File: config.mk
export PLATFORM = sky130hd
export DESIGN_NAME = sm3_msg_packer
export DESIGN_NICKNAME = d
export VERILOG_FILES = /design/src/rtl/sm3_msg_packer.sv
export SDC_FILE = /design/constraint.sdc
export NUM_CORES = 1
export LEC_CHECK = 0
export BUFFER_PORTS_ARGS = -buffer_cell sky130_fd_sc_hd__buf_2
export CAP_MARGIN = 20
export CORE_UTILIZATION = 48
export CTS_CLUSTER_SIZE = 28
export DETAILED_ROUTE_END_ITERATION = 16
export GPL_TIMING_DRIVEN = 0
export PLACE_DENSITY = 0.69
export SLEW_MARGIN = 30
export SYNTH_ARGS = -nofsm -noshare
export SYNTH_HDL_FRONTEND = slang
export SYNTH_SLANG_ARGS = --single-unit
export TNS_END_PERCENT = 5
File: constraint.sdc
create_clock -name clk_i -period 5.8 [get_ports clk_i]
set_input_delay 0.87 -clock clk_i [delete_from_list [all_inputs] [get_ports clk_i]]
set_output_delay 0.87 -clock clk_i [all_outputs]
set_load 0.01 [all_outputs]
File: src/rtl/sm3_msg_packer.sv
// Byte-stream front end for the SM3 core: packs bytes big-endian into 32-bit words
// with a byte mask and last flag, buffers them in a 2-entry FIFO and tracks message bit length.
module sm3_msg_packer (
    input  logic        clk_i,
    input  logic        rst_ni,
    input  logic [7:0]  byte_i,
    input  logic        byte_vld_i,
    input  logic        byte_lst_i,
    output logic        byte_rdy_o,
    input  logic        abort_i,
    output logic [31:0] msg_inpt_d_o,
    output logic [3:0]  msg_inpt_vld_byte_o,
    output logic        msg_inpt_vld_o,
    output logic        msg_inpt_lst_o,
    input  logic        msg_inpt_rdy_i,
    output logic [63:0] msg_len_bits_o,
    output logic        busy_o
);

    typedef enum logic {
        ST_IDLE   = 1'b0,
        ST_ACTIVE = 1'b1
    } state_e;

    state_e      state_q, state_d;
    logic [23:0] part_q, part_d;
    logic [1:0]  bidx_q, bidx_d;
    logic [63:0] len_q, len_d;

    // FIFO entry layout: {data[31:0], mask[3:0], lst}
    logic [36:0] fifo_q [2];
    logic        wr_ptr_q, wr_ptr_d;
    logic        rd_ptr_q, rd_ptr_d;
    logic [1:0]  cnt_q, cnt_d;

    logic        accept;
    logic        push;
    logic        pop;
    logic [31:0] push_data;
    logic [3:0]  push_mask;
    logic [36:0] head;

    assign byte_rdy_o = (cnt_q != 2'd2);
    assign accept     = byte_vld_i & byte_rdy_o;
    assign push       = accept & ((bidx_q == 2'd3) | byte_lst_i);
    assign pop        = (cnt_q != 2'd0) & msg_inpt_rdy_i;

    // Lanes below bidx come from the partial word, lane bidx is the new byte, the rest are zero.
    for (genvar gi = 0; gi < 4; gi++) begin : g_lane
        if (gi < 3) begin : g_part
            assign push_data[31-8*gi -: 8] = (bidx_q == 2'(gi)) ? byte_i :
                                             (bidx_q >  2'(gi)) ? part_q[23-8*gi -: 8] : 8'h00;
        end else begin : g_last
            assign push_data[31-8*gi -: 8] = (bidx_q == 2'(gi)) ? byte_i : 8'h00;
        end
        assign push_mask[3-gi] = (bidx_q >= 2'(gi));
    end

    always_comb begin
        state_d = state_q;
        bidx_d  = bidx_q;
        len_d   = len_q;
        part_d  = part_q;
        if (abort_i) begin
            state_d = ST_IDLE;
            bidx_d  = 2'd0;
            len_d   = 64'd0;
            part_d  = 24'd0;
        end else if (accept) begin
            case (state_q)
                ST_IDLE: begin
                    len_d = 64'd8;
                    if (byte_lst_i) begin
                        state_d = ST_IDLE;
                        bidx_d  = 2'd0;
                        part_d  = 24'd0;
                    end else begin
                        state_d = ST_ACTIVE;
                        bidx_d  = 2'd1;
                        part_d  = {byte_i, 16'h0000};
                    end
                end
                ST_ACTIVE: begin
                    len_d = len_q + 64'd8;
                    if (byte_lst_i) begin
                        state_d = ST_IDLE;
                        bidx_d  = 2'd0;
                    end else begin
                        bidx_d = bidx_q + 2'd1;
                    end
                    if (push) begin
                        part_d = 24'd0;
                    end else begin
                        case (bidx_q)
                            2'd0:    part_d[23:16] = byte_i;
                            2'd1:    part_d[15:8]  = byte_i;
                            default: part_d[7:0]   = byte_i;
                        endcase
                    end
                end
                default: state_d = ST_IDLE;
            endcase
        end
    end

    always_comb begin
        wr_ptr_d = wr_ptr_q;
        rd_ptr_d = rd_ptr_q;
        cnt_d    = cnt_q;
        if (abort_i) begin
            wr_ptr_d = 1'b0;
            rd_ptr_d = 1'b0;
            cnt_d    = 2'd0;
        end else begin
            if (push) wr_ptr_d = ~wr_ptr_q;
            if (pop)  rd_ptr_d = ~rd_ptr_q;
            case ({push, pop})
                2'b10:   cnt_d = cnt_q + 2'd1;
                2'b01:   cnt_d = cnt_q - 2'd1;
                default: cnt_d = cnt_q;
            endcase
        end
    end

    always_ff @(posedge clk_i or negedge rst_ni) begin
        if (!rst_ni) begin
            state_q  <= ST_IDLE;
            bidx_q   <= 2'd0;
            len_q    <= 64'd0;
            part_q   <= 24'd0;
            wr_ptr_q <= 1'b0;
            rd_ptr_q <= 1'b0;
            cnt_q    <= 2'd0;
        end else begin
            state_q  <= state_d;
            bidx_q   <= bidx_d;
            len_q    <= len_d;
            part_q   <= part_d;
            wr_ptr_q <= wr_ptr_d;
            rd_ptr_q <= rd_ptr_d;
            cnt_q    <= cnt_d;
        end
    end

    for (genvar gi = 0; gi < 2; gi++) begin : g_fifo
        always_ff @(posedge clk_i or negedge rst_ni) begin
            if (!rst_ni) begin
                fifo_q[gi] <= 37'd0;
            end else if (push && !abort_i && (wr_ptr_q == 1'(gi))) begin
                fifo_q[gi] <= {push_data, push_mask, byte_lst_i};
            end
        end
    end

    // Outputs are forced to zero while the FIFO is empty so stale entries never leak out.
    assign head                = fifo_q[rd_ptr_q];
    assign msg_inpt_vld_o      = (cnt_q != 2'd0);
    assign msg_inpt_d_o        = msg_inpt_vld_o ? head[36:5] : 32'd0;
    assign msg_inpt_vld_byte_o = msg_inpt_vld_o ? head[4:1]  : 4'd0;
    assign msg_inpt_lst_o      = msg_inpt_vld_o & head[0];
    assign msg_len_bits_o      = len_q;
    assign busy_o              = (state_q == ST_ACTIVE) | (cnt_q != 2'd0);

endmodule

# [Word level (Yosys, flattened, before mapping)]
# Cells that the tools add are included.
# W data, S select, Z words.
[totals] regBits=169 in_bits=14 output_inout_bits=104
[classes] addsub=4 order_cmp=8 n_eq_ne=9 mux=37 bitwise=10 n_reduce_logical=14
[ops] cell="$mux W64" count=2
[ops] cell="$pmux W64 S2" count=1
[ops] cell="$mux W37" count=3
[ops] cell="$mux W24" count=4
[ops] cell="$mux W8" count=10
[ops] cell="$add A64 B4 Y64 const B" count=1
[ops] cell="$pmux W24 S2" count=1
[ops] cell="$mux W32" count=1
[ops] cell="$mux W1" count=8
[ops] cell="$mux W2" count=4
[ops] cell="$ne A4 B2 Y1 const B" count=2
[ops] cell="$pmux W2 S2" count=2
[ops] cell="$reduce_bool A2 Y1" count=4
[ops] cell="$eq A2 B2 Y1 const B" count=3
[ops] cell="$ge A2 B2 Y1 const B" count=3
[ops] cell="$reduce_and A2 Y1" count=3
[ops] cell="$add A2 B1 Y2 const B" count=2
[ops] cell="$and A1 B1 Y1" count=4
[ops] cell="$eq A2 B1 Y1 const B" count=2
[ops] cell="$ge A2 B1 Y1 const B" count=2
[ops] cell="$gt A2 B1 Y1 const B" count=2
[ops] cell="$mux W4" count=1
[ops] cell="$ne A4 B3 Y1 const B" count=1
[ops] cell="$logic_and A1 B1 Y1" count=3
[ops] cell="10 further kinds" count=13

# [Depth between registers and ports, before layout]
# Gate-level depths: netlist (run 1).
[depth] ltp_word=7 mapped_depth=8 mapped_depth_nobuf=6

# [Worst setup path before layout (run 1)]
# Ideal clock, no wire load.
[synth_path] path_kind="flip-flop to output port" start="register rd_ptr_q" end="output port msg_inpt_d_o[14]" t_arrival_ns=1.539 slack_ns=3.391 path_stages_with_launch=5 n_path_buf=2 path_cell_list="dfrtp_1 > clkbuf_1 > clkbuf_1 > mux2i_1 > nor2_1"
[synth_via] elab_chain_cells=5
[synth_rtl] item="from (decl)" line="33" source="logic rd_ptr_q, rd_ptr_d;"
[synth_rtl] item="from (signal assigned)" line="140" source="rd_ptr_q <= rd_ptr_d;"
[synth_rtl] item="$not A1 Y2 (implied by the code)" line="156" source="assign head = fifo_q[rd_ptr_q];"
[synth_rtl] item="$mux W37 (implied by the code) (3 in a row)" line="156"
[synth_rtl] item="$mux W32" line="158" source="assign msg_inpt_d_o = msg_inpt_vld_o ? head[36:5] : 32'd0;"
[synth_rtl] item="to (decl)" line="11" source="output logic [31:0] msg_inpt_d_o,"
# Every way passes these cells. The select of a mux whose other input is x is not followed.

# [Worst setup path in the final report (run 1)]
[layout_path] start="register rd_ptr_q" end="output port msg_inpt_d_o[23]"
# The elaborated chain is that of the path after synthesis.

==> impl_metrics.tcl, run 1 <==
set metrics [dict create \
    swShare_pct 24.0 \
    grt_util_all_layers_pct 25.5 \
    yosys-top-cells-area "dfrtp_1 50%, mux2i_1 5.5%, nand2_1 5.1%" \
    finClkSkew_ns 0.00985 \
    cp-end-kind "output pin" \
    pwr-share-seq_pct 48.8 \
    power.switching_mw 0.608 \
    cp_max_fo 10 \
    start_kind "flop" \
    start_util_pct 49.3 \
    worstPathArrival_ns 2.76 \
    num_vias 6957 \
    routed_wl_um 21500 \
    clkLatencyLatePin_ns 0.43 \
    worstMarginPinSlew_ns 0.957 \
    slew_headroom_pct 36.2 \
    drtIter0Drc 555 \
    ctsHoldBuffers 0 \
    fin_crit_sh_pct 62.6 \
    portBuffers 113 \
    first_pass_iters 5 \
    synth_area_per_cell_um2 9.60 \
    grt_max_degree 83 \
    finalCriticalPeriod_ns 3.63 \
    antenna_cells 0 \
    cts_root_buffer "clkbuf_16" \
    synthFlopType "dfrtp_1" \
    synthCells 858 \
    grt_pass1_vias 6519 \
    syn_to_final_growth_pct 18.0 \
    worst_path_most_repeated_cell "clkbuf_1" \
    cts.clk_slew.worst_paths_ns 0.06 \
    cts_inserted_buffers 17 \
    clkPwrFrac_pct 43.1 \
    antenna_found_initial 1 \
    cp_data_required_time_ns 4.93 \
    maxCapViolations 0 \
    pin_count 118 \
    die_h_um 133 \
    rows 47 \
    r2r_setup_slack_ns 3.05 \
    synth.cell_area_mm2 0.00824 \
    p_leak_nw 4.36 \
    intPower_mw 1.93 \
    grt_overflow 0 \
    max_freq_mhz 275 \
    coreArea_mm2 0.0167 \
    wl_per_cell_um 17.6 \
    power_frac_comb_pct 8.1 \
    outcome "complete, no violations" \
    slowest_delay_ns 0.72 \
    clk_path_buf_depth 2 \
    yosys.area.top_type "dfrtp_1" \
    fp.dieW_um 133 \
    criticalPathCategory "reg2out" \
    cts_setup_buffers 0 \
    netlist-cell-type-count 51 \
    yosysWarnings 0 \
    yosysTopAreaCellShare_pct 50.4 \
    gp_congestion 0.826 \
    dpl.hpwl_um 15000 \
    cp_top_family "buffers and inverters" \
    drtAntennaViolNets 0 \
    power_density_mw_per_mm2 261 \
    drive_gt1_share_pct 18.2 \
    drv_slew 0 \
    grt_pass1_wl_um 35100 \
    clock-sinks 166 \
    async_reset_ff_share_pct 100 \
    htreeDepth 4 \
    final_hold_viol_count 0 \
    synth.most_common_cell "dfrtp_1" \
    die-area_mm2 0.0177 \
    path_cells "clkbuf_1, clkbuf_1, mux2i_1, nor2_1, buf_2" \
    fin_tns_setup_ns 0 \
    peakVddDrop_mv 0.224 \
    viasPerCell 5.68 \
    cts_tree "done" \
    setup_viol 0 \
    drc 0 \
    ys_seq_elements 166 \
    synth-edff-count 0 \
    worstHoldPathType "in2async" \
    cts_resized 0 \
    final_area_mm2 0.00972 \
    critPathSlowestCell "clkbuf_1" \
    rsz0062_at_grt "no" \
    synth_commonest_cells "166 x dfrtp_1, 113 x nand2_1, 84 x o21ai_0" \
    worst-path-buf-inv 3 \
    ys_seq_area_share_pct 50.4 \
    nets 1015 \
    place_area_mm2 0.00915 \
]
## final timing paths
| path | start | to | depth (start not counted) |
|---|---|---|---|
| min | rst_ni | fifo_q[56]$_DFFE_PN0P_ | 1 |
| min reg2reg | fifo_q[41]$_DFFE_PN0P_ | fifo_q[41]$_DFFE_PN0P_ | 1 |
| max in group asynchronous | rst_ni | msg_len_bits_o[55]$_DFFE_PN0P_ | 3 |
| max | rd_ptr_q$_DFFE_PN0P_ | msg_inpt_d_o[23] | 5 |
| min in group clk_i | fifo_q[41]$_DFFE_PN0P_ | fifo_q[41]$_DFFE_PN0P_ | 1 |
| max reg2reg | msg_len_bits_o[35]$_DFFE_PN0P_ | msg_len_bits_o[44]$_DFFE_PN0P_ | 7 |
## flip-flops by register name (all words and copies together), names as in the netlist
| register | count |
|---|---|
| fifo_q | 74 |
| msg_len_bits_o | 61 |
| part_q | 24 |
| bidx_q | 2 |
| cnt_q | 2 |
| rd_ptr_q | 1 |
| state_q | 1 |
| wr_ptr_q | 1 |
## layout make-up
class	instances	area [um2]
fillers	1502	6980
flip-flops and latches	166	4150
multi-input cells	626	3820
repair buffers	115	631
clock buffers	21	460
well taps	220	275
plain buffers	53	223
clock inverters	9	104
inverters	15	56.3
## logic make-up after synthesis
kind of cell | after synthesis | synth area share [%]
compound gates | 186 | 13.3
xor+xnor | 24 | 2.55
fa+ha+maj | 7 | 1.06
buf+inv | 68 | 3.39
flops | 166 | 50.4
mux | 63 | 7.93
other cells | 1 | 0.0455
simple gates | 343 | 21.3
## stage by stage
stage	worst slack [ns]	std cells	hold WS (ns)	util (%)	total power, mW
4_1_cts	2.18	1225	0.244	58.2	2.56
3_3_place_gp	1.25	1193	0.449	54.4	1.46
5_1_grt	2.02	1225	0.248	58.2	2.63
6_report	2.17	1225	0.253	58.2	2.54
3_5_place_dp	2.65	1195	0.452	54.8	1.47
2_1_floorplan	3.39	860	0.434	-	1.37
## layout by cell type (no fill, tap or decap), types with 5 or more instances in the layout
| cell type | n |
|---|---|
| clkbuf_16 | 17 |
| mux2i_1 | 45 |
| o31ai_1 | 22 |
| nand4_1 | 14 |
| a22oi_1 | 15 |
| nand4b_1 | 5 |
| nor2_1 | 79 |
| mux2_2 | 18 |
| buf_2 | 116 |
| a22o_1 | 8 |
| and4_1 | 8 |
| or3_1 | 13 |
| or4_1 | 21 |
| a21oi_1 | 44 |
| dfrtp_1 | 166 |
| clkbuf_1 | 43 |
| nor4_1 | 11 |
| ha_1 | 7 |
| and3_1 | 14 |
| and2_1 | 6 |
| nand3_1 | 28 |
| o21ai_0 | 84 |
| xor2_1 | 6 |
| inv_1 | 15 |
| nand2_1 | 113 |
| xnor2_1 | 18 |
| nor3_1 | 12 |
## layer usage
metal / GRT usage [%] / share of wire (%)
met5: 0 / 0.060
met4: 7.92 / 1.6
met3: 5.21 / 5.3
met2: 37.4 / 45
met1: 37.7 / 48
## power groups by stage
stage | registers [mW] | logic, mW | clock network [mW]
6_report | 1.24 | 0.206 | 1.09
5_1_grt | 1.24 | 0.232 | 1.16
4_1_cts | 1.24 | 0.207 | 1.11
3_5_place_dp | 1.26 | 0.206 | 0
3_3_place_gp | 1.26 | 0.198 | 0
2_1_floorplan | 1.25 | 0.120 | 0
(Power assumes the default switching activity.)
==> run 2, diff against run 1 <==
--- a/config.mk
+++ b/config.mk
@@ -5,13 +5,14 @@
 export SDC_FILE = /design/constraint.sdc
 export NUM_CORES = 1
 export LEC_CHECK = 0
+export ABC_AREA = 1
 export BUFFER_PORTS_ARGS = -buffer_cell sky130_fd_sc_hd__buf_2
 export CAP_MARGIN = 20
 export CORE_UTILIZATION = 48
 export CTS_CLUSTER_SIZE = 28
 export DETAILED_ROUTE_END_ITERATION = 16
 export GPL_TIMING_DRIVEN = 0
-export PLACE_DENSITY = 0.69
+export PLACE_DENSITY = 0.68
 export SLEW_MARGIN = 30
 export SYNTH_ARGS = -nofsm -noshare
 export SYNTH_HDL_FRONTEND = slang
==> constraint.sdc (replaced) <==
create_clock -name clk_i -period 3.7 [get_ports clk_i]
set_input_delay 0.555 -clock clk_i [delete_from_list [all_inputs] [get_ports clk_i]]
set_output_delay 0.555 -clock clk_i [all_outputs]
set_load 0.01 [all_outputs]
==> impl_metrics.tcl, run 2 <==
set metrics [dict create \
    outcome "complete, no violations" \
    clk_path_buf_depth 2 \
    r2r_setup_slack_ns 1.14 \
    drc 0 \
    cp_top_family "buffers and inverters" \
    portBuffers 114 \
    peakVddDrop_mv 0.328 \
    cp-end-kind "output pin" \
    synth.most_common_cell "nand2_1" \
    worst-path-buf-inv 4 \
    synth_commonest_cells "344 x nand2_1, 166 x dfrtp_1, 142 x nor2_1" \
    fin_cells 1570 \
    final_area_mm2 0.0103 \
    die-area_mm2 0.0189 \
    finClkSkew_ns 0.0100 \
    wl_per_cell_um 16.4 \
    pin_count 118 \
    mostFrequentLayoutCells "344 x nand2_1, 166 x dfrtp_1, 142 x nor2_1" \
    drtAntennaViolNets 0 \
    antenna_found_initial 0 \
    synth-edff-count 0 \
    clkLatencyLatePin_ns 0.45 \
    grt_pass1_wl_um 40400 \
    start_util_pct 49.1 \
    synth_area_per_cell_um2 7.40 \
    rr_worst_depth 8 \
    dpl.hpwl_um 18800 \
    final_hold_viol_count 0 \
    synth.cell_area_mm2 0.00882 \
    placed_cells_incl_taps 1539 \
    drtIter0Drc 624 \
    maxCapViolations 0 \
    cts_resized 0 \
    largest_reg_flops 74 \
    die_h_um 138 \
    path_cells "nor2_1, inv_1, clkbuf_1, clkbuf_1, o21ai_0, a21oi_1, buf_2" \
    place_area_mm2 0.00975 \
    num-fill-cells 1765 \
    coreArea_mm2 0.0180 \
    drv_slew 0 \
    antenna_cells 0 \
    criticalPathCategory "reg2out" \
    finalCriticalPeriod_ns 3.01 \
    rows 49 \
    async_reset_ff_share_pct 100 \
    cts.clk_slew.worst_paths_ns 0.07 \
    synthFlopType "dfrtp_1" \
    total_power_mw 4.95 \
    gp_congestion 0.911 \
    top_register "fifo_q" \
    final_common_cell "nand2_1" \
    cp_max_fo 10 \
    first_pass_iters 5 \
    clock-sinks 166 \
    critPathSlowestCell "clkbuf_1" \
    yosys.area.top_type "dfrtp_1" \
    yosysTopAreaCellShare_pct 47.1 \
    yosysWarnings 0 \
    fin_ws_ns 0.689 \
    cp-startpoint "cnt_q[1]$_DFFE_PN0P_" \
    ys_seq_elements 166 \
    synthCells 1192 \
    endpoint "msg_inpt_vld_byte_o[1]" \
    drive_gt1_share_pct 15.2 \
    cts_setup_buffers 0 \
    yosys-top-cells-area "dfrtp_1 47%, nand2_1 15%, o21ai_0 7.2%" \
    worstHoldPathType "in2reg" \
    worst_path_most_repeated_cell "clkbuf_1" \
    max_freq_mhz 332 \
    ctsHoldBuffers 1 \
    num_vias 8504 \
    p_leak_nw 4.79 \
    worstMarginPinSlew_ns 0.690 \
    grt_util_all_layers_pct 28.3 \
    grt_overflow 0 \
    routed_wl_um 25700 \
    ys_seq_area_share_pct 47.1 \
    worstReg2RegEnd "part_q[8]$_DFFE_PN0P_" \
    power_density_mw_per_mm2 479 \
    slew_headroom_pct 54.0 \
    rsz0062_at_grt "no" \
    cts_root_buffer "clkbuf_16" \
    start_kind "flop" \
    grt_pass1_vias 7799 \
    netlist-cell-type-count 41 \
    fin_crit_sh_pct 81.4 \
    slowest_delay_ns 0.43 \
    grt_max_degree 79 \
    cp_data_required_time_ns 3.14 \
    syn_to_final_growth_pct 17.0 \
    fp.dieW_um 138 \
    worstPathArrival_ns 2.46 \
    cp.depth 7 \
    nets 1351 \
    cts_inserted_buffers 17 \
    viasPerCell 5.42 \
    htreeDepth 4 \
    cts_tree "done" \
    rr_startpoint "bidx_q[1]$_DFFE_PN0P_" \
    setup_viol 0 \
    dpl_worst_slack_ns 1.19 \
]
[run 2: cell types whose count changed after synthesis, moves of 37 or more]
| cell | delta |
|---|---|
| a21oi_1 | +37 |
| inv_1 | +94 |
| nand2_1 | +231 |
| o21ai_0 | +43 |
| mux2i_1 | -45 |
| nand3_1 | +46 |
| nor2_1 | +63 |
[run 2: metal layers]
metal / up-vias / track usage, % / share of wire (%) / wire length, um
li1: 4121 / - / - / -
met1: 4055 / 37.8 / 44 / 11200
met2: 284 / 46.8 / 48 / 12400
met3: 44 / 4.38 / 5.9 / 1510
met4: 0 / 9.34 / 2.0 / 521
met5: - / 0 / 0 / 0
[run 2: layout make-up]
cell class	count	area, um2	area share [%]
buffer	45	250	2.42
sequential	166	4150	40.2
inverter	114	430	4.17
tap	229	287	2.78
timing repair buffer	117	646	6.25
multi-input combinational	869	4000	38.7
clock inverter	12	134	1.30
clock buffer	18	429	4.16
[run 2: logic make-up (layout without fill, tap and decap cells)]
group	count (synthesis)	count (layout)	synth area share, %
adders and majority gates	7	7	0.993
AOI/OAI and AO/OA	241	241	14.2
and+or+nand+nor	618	618	30.0
DFF	166	166	47.1
other	1	3	0.0425
buffers and inverters	159	306	7.72
[run 2: per-stage QoR]
step | hold slack (ns) | TNS, ns | util, %
floorplan | 0.259 | 0 | -
global placement | 0.433 | -99.19 | 53.9
detailed placement | 0.437 | 0 | 54.3
CTS | 0.430 | 0 | 57.5
global route | 0.447 | 0 | 57.5
finish | 0.434 | 0 | 57.5
[run 2: worst min-delay path by stage]
stage / startpoint / to / cells past startpoint
final: byte_i[2] / fifo_q[44]$_DFFE_PN0P_ / 3
after global routing: byte_i[1] / fifo_q[43]$_DFFE_PN0P_ / 3
after CTS: byte_i[7] / part_q[23]$_DFFE_PN0P_ / 3
after detailed placement: rst_ni / fifo_q[22]$_DFFE_PN0P_ / 1
after global placement: fifo_q[4]$_DFFE_PN0P_ / fifo_q[4]$_DFFE_PN0P_ / 2
after floorplan: rst_ni / bidx_q[0]$_DFFE_PN0P_ / 0
[run 2: where the power goes]
part / total, mW / leakage (nW) / internal [mW] / switching (mW)
sequential: 2.12 / 2.24 / 2.03 / 0.0960
combinational: 1.07 / 2.28 / 0.331 / 0.744
clock: 1.75 / 0.272 / 0.985 / 0.762
[run 2: worst register-to-register path, stage by stage (launching register included)]
cell and delay [ns]:
dfrtp_1 0.40, clkbuf_1 0.39, inv_1 0.25, ha_1 0.25, inv_1 0.23, nand2_1 0.09, o21ai_1 0.42, buf_2 0.30
o21ai_0 0.11
